===== src/rtl/rom_load_pkg.sv =====
// Shared types and constants for the game ROM load/arbitration block.
// Download indices, region selects and the loader FSM states.
package rom_load_pkg;

  typedef enum logic [1:0] {
    ST_SETTLE,
    ST_RUN,
    ST_LOAD
  } state_t;

  localparam logic [7:0] IDX_ROM = 8'd0;
  localparam logic [7:0] IDX_MOD = 8'd1;

  localparam logic REG_PRG = 1'b0;
  localparam logic REG_GFX = 1'b1;

endpackage


===== src/rtl/rom_load_arbiter.sv =====
// Owns the shared game ROM port: download writes, game reads,
// core reset sequencing, mod byte latch and ROM completeness flag.
module rom_load_arbiter
  import rom_load_pkg::*;
#(
  parameter int REGION_AW  = 16,
  parameter int SETTLE_CYC = 64,
  parameter int DL_AW      = 25
) (
  input  logic                 clk_sys,
  input  logic                 RESET,
  input  logic                 dl_active,
  input  logic                 dl_wr,
  input  logic [7:0]           dl_index,
  input  logic [DL_AW-1:0]     dl_addr,
  input  logic [7:0]           dl_data,
  input  logic                 game_req,
  input  logic [REGION_AW:0]   game_addr,
  output logic                 game_ack,
  output logic [7:0]           game_rdata,
  output logic [REGION_AW:0]   mem_addr,
  output logic                 mem_we,
  output logic [7:0]           mem_wdata,
  input  logic [7:0]           mem_rdata,
  output logic                 core_reset,
  output logic [7:0]           mod_byte,
  output logic                 rom_ok
);

  localparam int MW = REGION_AW + 1;
  localparam int NW = REGION_AW + 2;
  localparam int CW = $clog2(SETTLE_CYC + 1);

  state_t         state;
  state_t         state_n;
  logic [CW-1:0]  cnt;
  logic [CW-1:0]  cnt_n;
  logic           rom_ok_n;
  logic           load_entry;
  logic [NW-1:0]  dl_count;

  logic           wbuf_v;
  logic [MW-1:0]  wbuf_addr;
  logic [7:0]     wbuf_data;
  logic           rd_pend;

  logic           in_range;
  logic           rom_wr;
  logic           mod_wr;

  assign in_range = (dl_addr >> MW) == '0;
  assign rom_wr   = dl_wr && (dl_index == IDX_ROM) && in_range;
  assign mod_wr   = dl_wr && (dl_index == IDX_MOD);

  // Next state: a download preempts everything, else settle then run.
  always_comb begin
    state_n    = state;
    cnt_n      = cnt;
    rom_ok_n   = rom_ok;
    load_entry = 1'b0;
    if (dl_active && state != ST_LOAD) begin
      state_n    = ST_LOAD;
      load_entry = 1'b1;
      rom_ok_n   = 1'b0;
    end else begin
      unique case (state)
        ST_SETTLE: begin
          if (cnt == CW'(SETTLE_CYC - 1))
            state_n = ST_RUN;
          else
            cnt_n = cnt + CW'(1);
        end
        ST_LOAD: begin
          if (!dl_active) begin
            state_n  = ST_SETTLE;
            cnt_n    = '0;
            rom_ok_n = dl_count[NW-1];
          end
        end
        default: ;
      endcase
    end
  end

  // State, settle counter, core reset and completeness flag registers.
  always_ff @(posedge clk_sys) begin
    if (RESET) begin
      state      <= ST_SETTLE;
      cnt        <= '0;
      core_reset <= 1'b1;
      rom_ok     <= 1'b0;
    end else begin
      state      <= state_n;
      cnt        <= cnt_n;
      core_reset <= (state_n != ST_RUN);
      rom_ok     <= rom_ok_n;
    end
  end

  // Download byte count (saturating) and mod byte latch.
  always_ff @(posedge clk_sys) begin
    if (RESET) begin
      dl_count <= '0;
      mod_byte <= 8'h00;
    end else begin
      if (load_entry)
        dl_count <= rom_wr ? NW'(1) : '0;
      else if (rom_wr && !(&dl_count))
        dl_count <= dl_count + NW'(1);
      if (mod_wr)
        mod_byte <= dl_data;
    end
  end

  // Port arbiter: buffered write first, then a new game read.
  always_ff @(posedge clk_sys) begin
    if (RESET) begin
      wbuf_v     <= 1'b0;
      wbuf_addr  <= '0;
      wbuf_data  <= 8'h00;
      rd_pend    <= 1'b0;
      mem_we     <= 1'b0;
      mem_addr   <= '0;
      mem_wdata  <= 8'h00;
      game_ack   <= 1'b0;
      game_rdata <= 8'h00;
    end else begin
      mem_we <= 1'b0;
      if (wbuf_v) begin
        mem_we    <= 1'b1;
        mem_addr  <= wbuf_addr;
        mem_wdata <= wbuf_data;
        wbuf_v    <= 1'b0;
      end else if (game_req && !rd_pend && !game_ack) begin
        mem_addr <= game_addr;
        rd_pend  <= 1'b1;
      end
      if (rd_pend) begin
        rd_pend    <= 1'b0;
        game_ack   <= 1'b1;
        game_rdata <= mem_rdata;
      end else begin
        game_ack <= 1'b0;
      end
      if (rom_wr) begin
        wbuf_v    <= 1'b1;
        wbuf_addr <= dl_addr[MW-1:0];
        wbuf_data <= dl_data;
      end
    end
  end

endmodule

===== config.mk =====
export PLATFORM = sky130hd
export DESIGN_NAME = rom_load_arbiter
export DESIGN_NICKNAME = d
export VERILOG_FILES = /design/src/rtl/rom_load_pkg.sv /design/src/rtl/rom_load_arbiter.sv
export SDC_FILE = /design/constraint.sdc
export NUM_CORES = 1
export LEC_CHECK = 0
export ABC_CLOCK_PERIOD_IN_PS = 2500
export BUFFER_PORTS_ARGS = -buffer_cell sky130_fd_sc_hd__buf_2
export CORE_MARGIN = 2
export CORE_UTILIZATION = 32
export DETAILED_ROUTE_END_ITERATION = 10
export PLACE_DENSITY_LB_ADDON = 0.25
export SLEW_MARGIN = 20
export SYNTH_ARGS = -nofsm -noshare
export SYNTH_HDL_FRONTEND = slang
export SYNTH_SLANG_ARGS = --single-unit

===== constraint.sdc =====
create_clock -name clk_sys -period 2.5 [get_ports clk_sys]
set_clock_uncertainty 0.1 [all_clocks]
set_input_delay 0.25 -clock clk_sys [delete_from_list [all_inputs] [get_ports clk_sys]]
set_output_delay 0.25 -clock clk_sys [all_outputs]
set_load 0.01 [all_outputs]

# Yosys cells after proc, flatten, opt, wreduce, memory -nomap -nowiden
# Index checks and enable logic that the tools add are counted.
[word_totals]
register_bits = 99
out_inout_bits = 45
[classes]
n_addsub = 2
n_eq_ne = 7
mux = 17
bitwise = 2
n_reduce_logical = 21
[ops]
columns = ["operator", "count"]
rows = [
  ["$mux W18", 2],
  ["$mux W17", 2],
  ["$logic_not A25 Y1", 1],
  ["$add A18 B1 Y18 const B", 1],
  ["$reduce_and A18 Y1", 1],
  ["$mux W7", 2],
  ["$pmux W7 S2", 1],
  ["$eq A8 B1 Y1 const B", 1],
  ["$logic_not A8 Y1", 1],
  ["$add A7 B1 Y7 const B", 1],
  ["$eq A7 B6 Y1 const B", 1],
  ["$logic_and A1 B1 Y1", 7],
  ["$mux W1", 6],
  ["$mux W2", 3],
  ["$ne A2 B2 Y1 const B", 3],
  ["$reduce_bool A2 Y1", 3],
  ["$pmux W2 S2", 1],
  ["$reduce_and A4 Y1", 1],
  ["$logic_not A1 Y1", 3],
  ["$reduce_or A3 Y1", 1],
  ["$eq A2 B2 Y1 const B", 1],
  ["$logic_not A2 Y1", 1],
  ["$ne A2 B1 Y1 const B", 1],
  ["$not A1 Y1", 2],
  ["2 further kinds", 2],
]

# Depth between registers and ports, before layout
[depth]
depth_word = 6
ltp_mapped = 8
ltp_nobuf = 6

# Worst setup path before layout
# Ideal clock, no wire load.
[synth_path]
path_type = "register to register"
start = "reg dl_count[0]"
end = "reg dl_count[5]"
setup_ns = 0.070
t_arrival_ns = 1.591
setup_slack_ns = 0.739
stages_incl_launch_ff = 8
path_buffers = 1
period_less_slack_ns = 1.761
path_cell_list = "dfxtp_1 -> ha_1 -> and3_1 -> nand3_1 -> o211ai_2 -> buf_6 -> or3_1 -> a21oi_1"
[synth_between]
elab_chain_len = 4
elab_cells_between_ends = 7
classes_between = "add/sub: 1; mux: 2; reduce/logical: 4"
[synth_rtl]
columns = ["item", "line", "rtl"]
rows = [
  ["from (decl)", "rom_load_arbiter.sv:40", "logic [NW-1:0] dl_count;"],
  ["from (signal assigned)", "rom_load_arbiter.sv:107", "dl_count <= rom_wr ? NW'(1) : '0;"],
  ["from (signal assigned)", "rom_load_arbiter.sv:109", "dl_count <= dl_count + NW'(1);"],
  ["branches (longest 4 deep; another with $add A18 B1 Y18)", "--", ""],
]
# Several ways; the timed one is not identified. The select of a mux whose other input is x is not followed.
# A chain may end at the register's enable or synchronous reset.

# Worst setup path after layout
[layout_path]
start = "reg dl_count[0]"
end = "reg dl_count[6]"
# Same word-level chain as after synthesis.

==> metrics <==
outcome=finished clean; Area growth, synth to finish=25.35%; Crit path arrival time=2.18 ns; Synth area leader=dfxtp_1; Clock Tree Root=clkbuf_16; post-CTS sizing=0; post-place setup slack=0.4408 ns; #FFs+latches synth=99; worst path cell trace=ha_1 -> and3_1 -> nand3_1 -> o211ai_2 -> or4_1 -> a21oi_1; sequential share of the synthesized area=49.09%; Die Width=116.3 um; HPWL after DPL=6923 um; mean cell area of the mapped netlist=8.835 um^2; top-area cell type share of the netlist area=49.09%; Cell variety after synth=44; top cells by count, synth=99 x dfxtp_1, 70 x nand2_1, 61 x nor2_1; vias in the first global route=3299; first-pass GRT wire length=15840 um; global-route usage over all layers=14.88%; remaining antenna violation count=0; total number of vias=3525; Mapped Nets=530; Slowest cell on crit path=or4_1; setup violators final=0; clk buf depth=2; # DRC=0; HP Class=input port to flip-flop; Row Count=41; Max Freq=496.6 MHz; core area=0.01247 mm^2; WS Path Type=flip-flop to flip-flop; die area=0.01353 mm^2; Setup Buffers After CTS=0; Final Slew Violations=0; Die Span Y=116.3 um; Total Wirelength=9815 um; critical register-to-register path startpoint=dl_count[0]; maxcap violations=0; crit path launch=dl_count[0]; Initial DRT Pass Iterations=4; remaining global-route overflow=0; HP Start=mem_rdata[3]; startpoint types=flip-flop; initial antenna violation count=1; CP max FO=11; top cells by area, synth=dfxtp_1 49%, mux2i_1 10%, nand2_1 6.5%; CTS hold repair buffers=0; vias per cell=4.757; PortBufs=115; Sum Neg Setup Slack=0 ns; # diodes=0; CP max stage delay=0.45 ns; Most used DFF post-synth=dfxtp_1; Leakage=2.008 nW; RSZ-0062 raised after global routing=false; Post-Synthesis Cells=457; WL per Instance=13.25 um; Initial DRC Count=106; Worst path top cell family by delay=simple AND/OR/NAND/NOR gates; routability cong.=0.8022; Tcrit/Tclk final=80.55%; Final Hold Viols=0; TritonCTS Buffers=9; Syn Std Cell Area=0.004038 mm^2; I/O pin count=116; CP Data Required Time=2.67 ns; clock latency on the worst-skew pair=0.34 ns; Final Net Count=638; clock sinks=99; # H-tree levels=3; worst rel slew slack=48.03%; Worst VDD drop=0.0003263 V; Worst-Margin Slew=0.7712 ns; Critical Path Sink Type=flip-flop; P per Cell Area=636.6 mW/mm^2; largest net degree at the start of global routing=62; count of warnings emitted by yosys=0; top-count cell post-synth=dfxtp_1; worst path bufs/invs=0; Post-synth EDFFs=0; min Tclk post-route=2.014 ns; Async SR Flop Fraction=0%; Initial Util=32.39%; share of cells above drive strength 1=25.48%; clk slew on worst S/H paths=0.07 ns; Final WS setup=0.4862 ns; CTS tree=built
metrics by stage:
step / instance area [um^2] / hold slack [ns] / power, mW / cells / util (%)
6_report: 5061 / 0.04134 / 3.222 / 741 / 40.60
5_1_grt: 5061 / 0.04315 / 3.362 / 741 / 40.60
4_1_cts: 5061 / 0.02879 / 3.268 / 741 / 40.60
3_5_place_dp: 4777 / 0.3450 / 1.907 / 726 / 38.32
3_3_place_gp: 4777 / 0.3390 / 1.902 / 726 / 38.32
2_1_floorplan: 4038 / 0.2574 / 1.785 / 457 / -
registers in the layout (all words and copies together), names as in the netlist, 2 cells and up:
| register | cells |
|---|---|
| state | 2 |
| cnt | 7 |
| game_rdata | 8 |
| mem_addr | 17 |
| mod_byte | 8 |
| wbuf_addr | 17 |
| mem_wdata | 8 |
| wbuf_data | 8 |
| dl_count | 18 |
power by group:
part / internal [mW] / switching (mW) / leakage, nW / total (mW)
Clock: 0.773 / 0.581 / 0.136 / 1.35
Sequential: 1.61 / 0.0197 / 0.804 / 1.63
Combinational: 0.104 / 0.132 / 1.07 / 0.236
area by class of cell:
| class | instances | area, um^2 |
|---|---|---|
| Clock buffer | 11 | 232.7 |
| Tap cell | 172 | 215.2 |
| Timing Repair Buffer | 122 | 628.1 |
| Inverter | 6 | 22.52 |
| Clock inverter | 4 | 51.30 |
| Sequential cell | 99 | 1983 |
| Multi-Input combinational cell | 327 | 1928 |
| Fill cell | 1294 | 7405 |
cells by family after synthesis:
kind of cell,after synthesis,share of synthesized area [%]
AND/OR/NAND/NOR,194,23.02
XOR/XNOR,4,0.8678
adder cells (fa/ha/maj),2,0.6197
AO/OA/AOI/OAI,85,12.77
flip-flops,99,49.09
buffers and inverters,31,3.223
multiplexers,42,10.41
worst paths after layout:
check	end	slack, ns	cells past startpoint
worst min register to register	wbuf_addr[2]	0.35	2
worst max register to register	dl_count[6]	0.49	6
worst max-delay path	dl_count[6]	0.49	6
worst min-delay path	game_rdata[3]	0.04	3
metal layers:
metal,vias to the layer above,GRT usage [%],wire [um]
li1,1811,-,-
met2,61,24.61,4809
met4,0,6.429,126
met5,-,0,0
met3,8,3.892,437
met1,1645,18.33,4442
cell usage in the layout, fill, tap and decap left out, types with 10 or more instances in the layout:
cell      Yosys  routed
nand2_1      70      70
a21oi_1      44      44
a211oi_1     17      17
nor2_1       61      60
o21ai_0      10      10
dfxtp_1      99      98
mux2i_1      42      42
nand3_1      12      12
buf_2         5     115
worst register-to-register path, delay by kind of cell, from the launching register on:
family	cells	cell delay [ns]
AND/OR/NAND/NOR	3	0.87
flip-flops	1	0.35
AO/OA/AOI/OAI	2	0.39
adder cells (fa/ha/maj)	1	0.24
Power figures use the tool's default switching activity.
